[config.mk]
export PLATFORM = sky130hd
export DESIGN_NAME = nes_joypad_serializer
export DESIGN_NICKNAME = d
export VERILOG_FILES = /design/src/rtl/nes_joypad_serializer.sv
export SDC_FILE = /design/constraint.sdc
export NUM_CORES = 1
export LEC_CHECK = 0
export ABC_AREA = 0
export ABC_CLOCK_PERIOD_IN_PS = 1600
export BUFFER_PORTS_ARGS = -buffer_cell sky130_fd_sc_hd__buf_2
export CORE_ASPECT_RATIO = 0.9
export CORE_MARGIN = 2
export CORE_UTILIZATION = 45
export DETAILED_ROUTE_END_ITERATION = 16
export PLACE_DENSITY = 0.67
export RECOVER_POWER = 50
export SETUP_SLACK_MARGIN = 0.2
export SLEW_MARGIN = 5
export SYNTH_ARGS = -nofsm -noshare
export SYNTH_HDL_FRONTEND = slang
export SYNTH_SLANG_ARGS = --single-unit
[constraint.sdc]
create_clock -name clk -period 1.6 [get_ports clk]
set_input_delay 0.24 -clock clk [delete_from_list [all_inputs] [get_ports clk]]
set_output_delay 0.24 -clock clk [all_outputs]
set_load 0.01 [all_outputs]
[src/rtl/nes_joypad_serializer.sv]
// Purpose : NES controller-port serializer. It synchronises button state, applies autofire gating,
//           latches on strobe, and shifts one bit per falling joy_clk edge for each port.
// Latency : btn_in reaches eff after 2 clk. joy_data updates on the edge that first samples joy_clk low.
// Backpres: none. Strobe overrides shifting, and extra reads past BTN_W return FILL_BIT.
//
// Ports:
//   clk       system clock (clk3 domain)
//   resetn    asynchronous active-low reset
//   btn_in    raw button state, pressed=1, port p at [p*BTN_W +: BTN_W], async to clk
//   af_mask   per-button autofire enable, same packing, sync to clk
//   strobe    level-sensitive latch strobe from the NES core
//   joy_clk   per-port read clock, sync to clk
//   joy_data  per-port serial bit (shift register bit 0, registered)
//   joy_done  per-port one-cycle pulse after the BTN_W-th bit is consumed
//   af_phase  current autofire phase
module nes_joypad_serializer #(
  parameter int   NUM_PORTS      = 2,
  parameter int   BTN_W          = 8,
  parameter logic FILL_BIT       = 1'b1,
  parameter int   AF_HALF_CYCLES = 630_000
) (
  input  logic                       clk,
  input  logic                       resetn,
  input  logic [NUM_PORTS*BTN_W-1:0] btn_in,
  input  logic [NUM_PORTS*BTN_W-1:0] af_mask,
  input  logic                       strobe,
  input  logic [NUM_PORTS-1:0]       joy_clk,
  output logic [NUM_PORTS-1:0]       joy_data,
  output logic [NUM_PORTS-1:0]       joy_done,
  output logic                       af_phase
);

  localparam int TOT_W = NUM_PORTS * BTN_W;
  localparam int CW    = $clog2(BTN_W + 1);
  localparam int AW    = (AF_HALF_CYCLES > 2) ? $clog2(AF_HALF_CYCLES) : 1;

  logic [TOT_W-1:0] btn_s1;
  logic [TOT_W-1:0] btn_s2;
  logic [TOT_W-1:0] eff;
  logic [AW-1:0]    af_cnt;

  // Two-flop synchroniser for the asynchronous button inputs.
  always_ff @(posedge clk or negedge resetn) begin
    if (!resetn) begin
      btn_s1 <= '0;
      btn_s2 <= '0;
    end else begin
      btn_s1 <= btn_in;
      btn_s2 <= btn_s1;
    end
  end

  // The autofire phase starts at 1, so a freshly pressed autofire button reads pressed first.
  always_ff @(posedge clk or negedge resetn) begin
    if (!resetn) begin
      af_cnt   <= '0;
      af_phase <= 1'b1;
    end else if (af_cnt == AW'(AF_HALF_CYCLES - 1)) begin
      af_cnt   <= '0;
      af_phase <= ~af_phase;
    end else begin
      af_cnt   <= af_cnt + AW'(1);
    end
  end

  // A button without autofire passes straight through. A button with autofire is gated by the phase.
  always_comb begin
    eff = btn_s2 & (~af_mask | {TOT_W{af_phase}});
  end

  for (genvar p = 0; p < NUM_PORTS; p++) begin : g_port
    logic [BTN_W-1:0] sreg;
    logic [CW-1:0]    cnt;
    logic             last_clk;
    logic             done_q;
    logic             fall;

    always_comb begin
      fall = ~joy_clk[p] & last_clk;
    end

    always_ff @(posedge clk or negedge resetn) begin
      if (!resetn) begin
        sreg     <= '0;
        cnt      <= '0;
        last_clk <= 1'b0;
        done_q   <= 1'b0;
      end else begin
        // Edge history is tracked even while strobe is high. An edge masked by strobe is therefore not
        // replayed once strobe drops.
        last_clk <= joy_clk[p];
        if (strobe) begin
          sreg   <= eff[p*BTN_W +: BTN_W];
          cnt    <= '0;
          done_q <= 1'b0;
        end else if (fall) begin
          sreg   <= {FILL_BIT, sreg[BTN_W-1:1]};
          if (cnt != CW'(BTN_W))
            cnt  <= cnt + CW'(1);
          // The done pulse fires only on the shift that reaches BTN_W. A saturated counter stays quiet.
          done_q <= (cnt == CW'(BTN_W - 1));
        end else begin
          done_q <= 1'b0;
        end
      end
    end

    assign joy_data[p] = sreg[0];
    assign joy_done[p] = done_q;
  end

endmodule

# Yosys cells after proc, flatten, opt, wreduce, memory -nomap -nowiden
# Index checks and enable logic that the tools add are counted.
[totals]
register_bits = 81
inputBits = 37
[op_classes]
add_sub_neg = 3
n_eq_ne = 5
muxes = 15
bitwise = 8
n_reduce_logical = 6
[op_table]
columns = ["op", "n"]
rows = [
  ["$mux W8", 4],
  ["$mux W4", 6],
  ["$add A20 B1 Y20 const B", 1],
  ["$eq A20 B20 Y1 const B", 1],
  ["$mux W20", 1],
  ["$and A16 B16 Y16", 1],
  ["$not A16 Y16", 1],
  ["$or A16 B16 Y16", 1],
  ["$add A4 B1 Y4 const B", 2],
  ["$eq A4 B3 Y1 const B", 2],
  ["$ne A4 B4 Y1 const B", 2],
  ["$reduce_bool A2 Y1", 4],
  ["$mux W1", 4],
  ["$reduce_and A2 Y1", 2],
  ["$not A1 Y1", 3],
  ["$and A1 B1 Y1", 2],
]

# Logic depth before layout (Yosys ltp)
# Gate-level depths: netlist of run 1.
[logic_depth]
word_depth = 4
depth_mapped = 6
mapped_depth_nobuf = 6

# Worst setup path after synthesis of run 1
# OpenSTA, ideal clock, no wires.
[synth_path]
path_type = "reg-to-reg"
start = "register af_cnt[0]"
end = "register af_cnt[15]"
setup_time_ns = 0.119
arrival_ns = 1.537
required_time_ns = 1.481
slack_ns = -0.055
stages_incl_launch_ff = 7
n_path_buf = 1
synth_period_minus_slack_ns = 1.655
path_cell_list = "dfrtp_1 > ha_1 > nand3_1 > or2_2 > nor3_4 > buf_6 > nor2_1"
[synth_between]
elab_chain_len = 2
word_cells_on_any_way = 3
classes_between = "add/sub (1); eq/ne (1); mux (1)"
[synth_rtl]
columns = ["element", "line", "source"]
rows = [
  ["from (decl)", "40", "logic [AW-1:0] af_cnt;"],
  ["from (signal assigned)", "62", "af_cnt <= af_cnt + AW'(1);"],
  ["$add A20 B1 Y20 or $eq A20 B20 Y1 (tied branches)", "62, 58", ""],
  ["$mux W20 (*)", "58", "end else if (af_cnt == AW'(AF_HALF_CYCLES - 1)) begin"],
]
# Mark *: on every way between the ends. The rest lies on a longest branch, timed or not.
# A chain may end at the register's enable or synchronous reset.

# Worst setup path after layout of run 1
[layout_path]
start = "register af_cnt[1]"
end = "register af_phase"
[layout_between]
elab_chain_len = 1
[layout_rtl]
columns = ["element", "line", "source"]
rows = [
  ["$eq A20 B20 Y1", "58", ""],
  ["to (signal assigned)", "60", "af_phase <= ~af_phase;"],
  ["to (decl)", "30", "output logic af_phase"],
]
# No other way between the ends.

==> results of run 1 <==
-- metal layers --
metal | track usage | up-vias | wire, um
met5 | 0 | - | 0
met4 | 0.05080 | 0 | 84
met3 | 0.06104 | 9 | 218
met2 | 0.2623 | 42 | 3250
met1 | 0.2323 | 1148 | 3094
li1 | - | 1145 | -
-- worst paths after layout --
path,start,end,slack [ps],depth (start not counted)
max in group asynchronous,resetn,af_cnt[3],280,3
setup reg to reg,af_cnt[1],af_phase,30,6
hold / removal,af_mask[7],g_port[0].sreg[7],220,4
min in group asynchronous,resetn,g_port[0].sreg[5],520,2
setup / recovery,af_cnt[1],af_phase,30,6
hold reg to reg,btn_s1[2],btn_s2[2],350,0
-- flip-flops by register name, summed over array words and instances, names as in the netlist --
signal and cells:
af_cnt 20, btn_s2 16, g_port.cnt 8, g_port.sreg 16, af_phase 1, g_port.done_q 2, g_port.last_clk 2, btn_s1 16
-- through the flow --
stage | setup TNS [ps] | instances | worst slack [ps] | utilization | hold slack [ps]
2_1_floorplan | 0 | 284 | 25.01 | - | -55.59
3_3_place_gp | 0 | 417 | 60.12 | 0.5174 | 212.6
3_5_place_dp | 0 | 417 | 14.10 | 0.5174 | 211.4
4_1_cts | 0 | 468 | 64.83 | 0.5987 | 211.3
5_1_grt | -740.9 | 476 | -77.70 | 0.6266 | 233.5
6_report | 0 | 476 | 32.39 | 0.6266 | 219.3
-- power by group --
part	switching, uW	internal (uW)
Sequential	38.3	2130
Clock	778	737
Combinational	155	154
Total	971	3030
-- critical path, cell delays in order, from the launching register on --
cell	delay, ps
dfrtp_1	430
ha_4	170
nand3_4	80
or2_4	250
nor3_4	270
buf_4	170
xor2_2	140
-- timing repair --
item                                    CTS  global route
buffers inserted                         15             6
resized for setup                        15            33
endpoints found under the setup margin   21            41
gates cloned                              1             2
hold endpoints to repair                 47             0
pin swaps                                11             8
hold buffers                             19             0
-- Yosys cell counts --
master / n
and3_1: 1
ha_1: 5
xnor2_1: 12
nor2b_1: 17
nor4b_1: 3
a21oi_1: 19
dfrtp_1: 80
or4_4: 1
mux2i_1: 2
nand4b_1: 2
buf_1: 1
nor4_2: 1
nand4_1: 7
buf_4: 4
nor4_1: 4
xor2_1: 10
clkbuf_1: 7
nor3_4: 1
a211oi_1: 14
nor2_1: 21
and4_1: 1
buf_2: 2
o21ai_0: 18
nand3_1: 6
inv_1: 21
nor3_1: 6
buf_6: 1
nand4_2: 1
nand2_1: 13
dfstp_2: 1
nand2_2: 1
or2_2: 1
-- layout by cell type (no fill, tap or decap), types with 7 or more instances in the layout --
cell type / n
nand2_1: 9
buf_2: 39
clkbuf_8: 9
a211oi_1: 8
o21ai_0: 16
dlygate4sd3_1: 19
a21oi_1: 19
xnor2_1: 11
nor2b_1: 15
dfrtp_1: 76
nand4_1: 7
inv_1: 21
buf_4: 27
xor2_1: 9
nor2_1: 17
-- final cells by class --
class / instances / area share
inverters: 21 / 0.01796
multi-input cells: 167 / 0.2814
clock inverters: 7 / 0.01768
repair buffers: 98 / 0.1640
flip-flops and latches: 81 / 0.4642
clock buffers: 9 / 0.02823
well taps: 93 / 0.02652
-- logic make-up (layout without fill, tap and decap cells) --
family | Yosys count | after routing | synth area share
AO/OA/AOI/OAI | 51 | 51 | 0.08958
adder cells (fa/ha/maj) | 5 | 5 | 0.01931
AND/OR/NAND/NOR | 87 | 87 | 0.1502
buffers and inverters | 36 | 135 | 0.04942
XOR/XNOR | 22 | 22 | 0.05946
flip-flops | 81 | 81 | 0.6259
multiplexers | 2 | 2 | 0.006178
==> qor.txt, run 1 <==
Status: complete, no violations
Global-route wire length before repair: 10.50 mm
Iter 0 DRT Violations: 115
Relative max-transition margin: 0.4483
Mean cell area of the mapped netlist: 11.41 um^2
Fillers: 554
Endpoint kind of the worst setup timing path: register
DRC viols: 0
Post-route cell area: 4388 um^2
Crit path DAT: 1850 ps
Area of the multi-input gates: 1235 um^2
Tightest Pin Transition: 827.5 ps
Vias: 2344
Initial antenna violation count: 0
WS Path Type: register to register
Unrepaired setup endpoints after global routing: yes
CTS tree: built
Synthesized Nets: 326
Chip Width: 93.45 um
Final setup vio count: 0
Initial Utilization: 0.4627
Vias in the first global route: 2334
Boundary Pins: 42
Pin count of the biggest net entering global routing: 43
Core area: 7003 um^2
CTS Sinks: 81
Clk_skew: 8.585 ps
Final Max Tran Viols: 0
Longest Clk Path Bufs: 2
Register area share after synthesis: 0.6259
Top cells by area, synth: dfrtp_1, nor2b_1, a211oi_1, xnor2_1, a21oi_1
Clock-pin transition on the worst setup and hold timing paths: 90 ps
Area of the die: 7897 um^2
FMAX: 0.6379 GHz
Synthesized netlist cell count: 284
Area share of the largest cell type after synthesis: 0.6178
CP Max Fanout: 4
Synth cell types: 32
Later-pin clock latency in the skew report: 350 ps
HP Class: primary input to register
Final min period: 1568 ps
DR vias/cell: 4.924
H-tree Lvls: 3
Period Utilization, post-route: 0.9798
DPL Wire Length: 3.809 mm
Site Rows: 29
Total Power: 3996 uW
Overflow after GRT: 0
Total track usage: 0.1714
VDD IR max: 0.0007723 V
WL final: 6.647 mm
Dpl cell area: 3623 um^2
CTS buffer count: 9
Post-synthesis register bit count: 81
Post-synth top area cell: dfrtp_1
Synth warnings: 0
Chip height: 84.51 um
Number of diodes: 0
CTS root buf: clkbuf_8
DRT antenna net count: 0
First-pass DRT Iterations: 4
Drt wl/cell: 13.96 um
IO Port Bufs: 41
Cell Area, Synth: 3241 um^2
Element type at the critical path start: register
Area delta synth->final: 35.41%
Worst Path Required: 1890 ps
FF/Latch Area: 2037 um^2
Final #Nets: 420
Static leakage: 0.002048 uW
Layout cells sized above 1: 0.3420
Pwr Density: 910.7 nW/um^2
Gpl congestion: 0.7588
Final hold violations: 0
Max-cap viol count: 0
Power figures use the tool's default switching activity.
==> inputs of run 2 (changes only) <==
--- a/config.mk
+++ b/config.mk
@@ -8,7 +8,7 @@
 export ABC_AREA = 0
 export ABC_CLOCK_PERIOD_IN_PS = 1600
 export BUFFER_PORTS_ARGS = -buffer_cell sky130_fd_sc_hd__buf_2
-export CORE_ASPECT_RATIO = 0.9
+export CORE_ASPECT_RATIO = 0.6
 export CORE_MARGIN = 2
 export CORE_UTILIZATION = 45
 export DETAILED_ROUTE_END_ITERATION = 16
==> qor.txt, run 2 (same netlist as run 1, synthesis figures left out) <==
Number of diodes: 0 (unchanged)
Clk_skew: 5.675 ps (-2.909 ps)
WL final: 6.415 mm (-3.5%)
DRT antenna net count: 0 (unchanged)
Final hold violations: 0 (unchanged)
Longest Clk Path Bufs: 2 (unchanged)
Site Rows: 23 (-21%)
Most common cell after layout, fill and taps aside: dfrtp_1
Vias in the first global route: 2294 (-1.7%)
Cell-internal power: 3498 uW (+16%)
Layout cells sized above 1: 0.3343 (-0.007775)
WS Path Type: register to register
Cell Count Post-Placement: 414 (-0.72%)
First-pass DRT Iterations: 4 (unchanged)
Worst Path Required: 1850 ps (-40 ps)
CP peak stage delay: 560 ps (+130 ps)
Final Max Tran Viols: 0 (unchanged)
Final min period: 1546 ps (-21.15 ps)
Final #Nets: 396 (-5.7%)
Pin count of the biggest net entering global routing: 82 (+91%)
H-tree Lvls: 3 (unchanged)
Slowest-stage cell, CP: or4_4
Boundary Pins: 42 (unchanged)
Post-route cell area: 4245 um^2 (-3.3%)
Dpl ws: -6.444 ps (-20.55 ps)
Area delta synth->final: 31.00%
Switching Power: 917.9 uW (-5.5%)
Commonest non-fill, non-tap cells in the layout: dfrtp_1, buf_2, buf_4
DRC viols: 0 (unchanged)
Status: complete, no violations
Relative max-transition margin: 0.5285 (+0.08013)
Worst reg2reg path depth: 4 (-2)
Chip height: 69.73 um (-17%)
CTS buffer count: 9 (unchanged)
CTS Sinks: 81 (unchanged)
Setup_tns: 0 ps (unchanged)
Register-to-register setup slack: 50 ps (+20 ps)
Core area: 6820 um^2 (-2.6%)
Clock-pin transition on the worst setup and hold timing paths: 60 ps (-30 ps)
DPL Wire Length: 4.002 mm (+5.1%)
Unrepaired setup endpoints after global routing: yes
Clock power frac: 0.451 (+0.072)
FMAX: 0.6466 GHz (+1.4%)
Vias: 2242 (-4.4%)
Comb power frac: 0.057 (-0.020)
Endpoint kind of the worst setup timing path: register
Pwr Density: 1040 nW/um^2 (+14%)
Gpl congestion: 0.8416 (+11%)
Later-pin clock latency in the skew report: 330 ps (-20 ps)
Iter 0 DRT Violations: 105 (-8.7%)
Seq pwr share: 0.492 (-0.052)
Total track usage: 0.1719 (+0.0005039)
HP Class: primary input to register
Dpl cell area: 3626 um^2 (about the same)
Drt wl/cell: 14.38 um (+3.0%)
Net Sw Frac: 0.2078 (-0.03512)
Element type at the critical path start: register
Critical-path cell list: or4_4, nor3_4, buf_6, xor2_2
Final WS setup: 53.54 ps (+21.15 ps)
Max-cap viol count: 0 (unchanged)
Chip Width: 113.6 um (+22%)
Overflow after GRT: 0 (unchanged)
Total Power: 4416 uW (+11%)
Crit path DAT: 1800 ps (-50 ps)
IO Port Bufs: 41 (unchanged)
R2R Path Start: af_cnt[4]
CP Max Fanout: 6 (+2)
VDD IR max: 0.0006499 V (-16%)
Worst R2R End: af_phase
Period Utilization, post-route: 0.9665 (-0.01322)
Initial antenna violation count: 0 (unchanged)
Final setup vio count: 0 (unchanged)
Max FFs per register: 20 (unchanged)
Tightest Pin Transition: 707.3 ps (-120.2 ps)
CTS root buf: clkbuf_16
Critical Path Sink: af_phase
CTS tree: built
Final non-filler cell total: 446 (-6.3%)
Global-route wire length before repair: 10.60 mm (+0.92%)
Crit path from: af_cnt[4]
Fillers: 535 (-3.4%)
DR vias/cell: 5.027 (+2.1%)
Area of the die: 7918 um^2 (+0.27%)
Static leakage: 0.002020 uW (-1.4%)
Largest Register: af_cnt
Initial Utilization: 0.4751 (+0.01239)
[run 2: critical path, delay by kind of cell (launching register included)]
kind	cells	cell delay, ps
xor+xnor	1	140
buf+inv	1	160
flops	1	410
simple gates	2	760
[run 2: metal layers]
layer	track usage	share of wire	up-vias	routed length [um]
met5	0	0	-	0
met2	0.2508	0.44	47	2844
li1	-	-	1100	-
met3	0.05157	0.039	9	251
met1	0.2453	0.50	1086	3234
met4	0.05962	0.013	0	85
[run 2: layout make-up]
cell class	count	area, um^2	area share
Sequential cell	81	2034	0.4792
Multi-Input combinational cell	167	1254	0.2953
Timing Repair Buffer	74	479.2	0.1129
Clock buffer	13	250.2	0.05894
Tap cell	87	108.9	0.02564
Inverter	21	78.83	0.01857
Clock inverter	3	40.04	0.009431
[run 2: power by group through the flow]
stage / Sequential (uW) / Clock (uW) / Combinational, uW
after global placement: 2210 / 0 / 245
after floorplan: 2200 / 0 / 137
after CTS: 2180 / 2030 / 256
final: 2170 / 1990 / 252
after global routing: 2180 / 2130 / 293
after detailed placement: 2210 / 0 / 251
[run 2: worst min-delay path by stage]
stage,from,end,slack [ps],cells after the start
4_1_cts,btn_in[13],btn_s1[13],6,1
3_3_place_gp,resetn,g_port[1].done_q,300,2
6_report,btn_in[13],btn_s1[13],20,1
5_1_grt,btn_in[13],btn_s1[13],3,1
2_1_floorplan,resetn,af_cnt[0],-60,0
3_5_place_dp,resetn,g_port[1].done_q,300,2
[run 2: through the flow]
| step | util | hold WS [ps] |
|---|---|---|
| 2_1_floorplan | - | -55.59 |
| 6_report | 0.6225 | 17.72 |
| 5_1_grt | 0.6225 | 3.110 |
| 4_1_cts | 0.5946 | 5.872 |
| 3_3_place_gp | 0.5316 | 300.0 |
| 3_5_place_dp | 0.5316 | 301.5 |
[run 2: repair_timing]
action                                  4_1_cts  5_1_grt
hold endpoints to repair                     80        0
buffers inserted                             11        4
endpoints found under the setup margin       23       23
hold buffers                                  1        0
gates resized for setup                      11       33
pin swaps                                     7       10
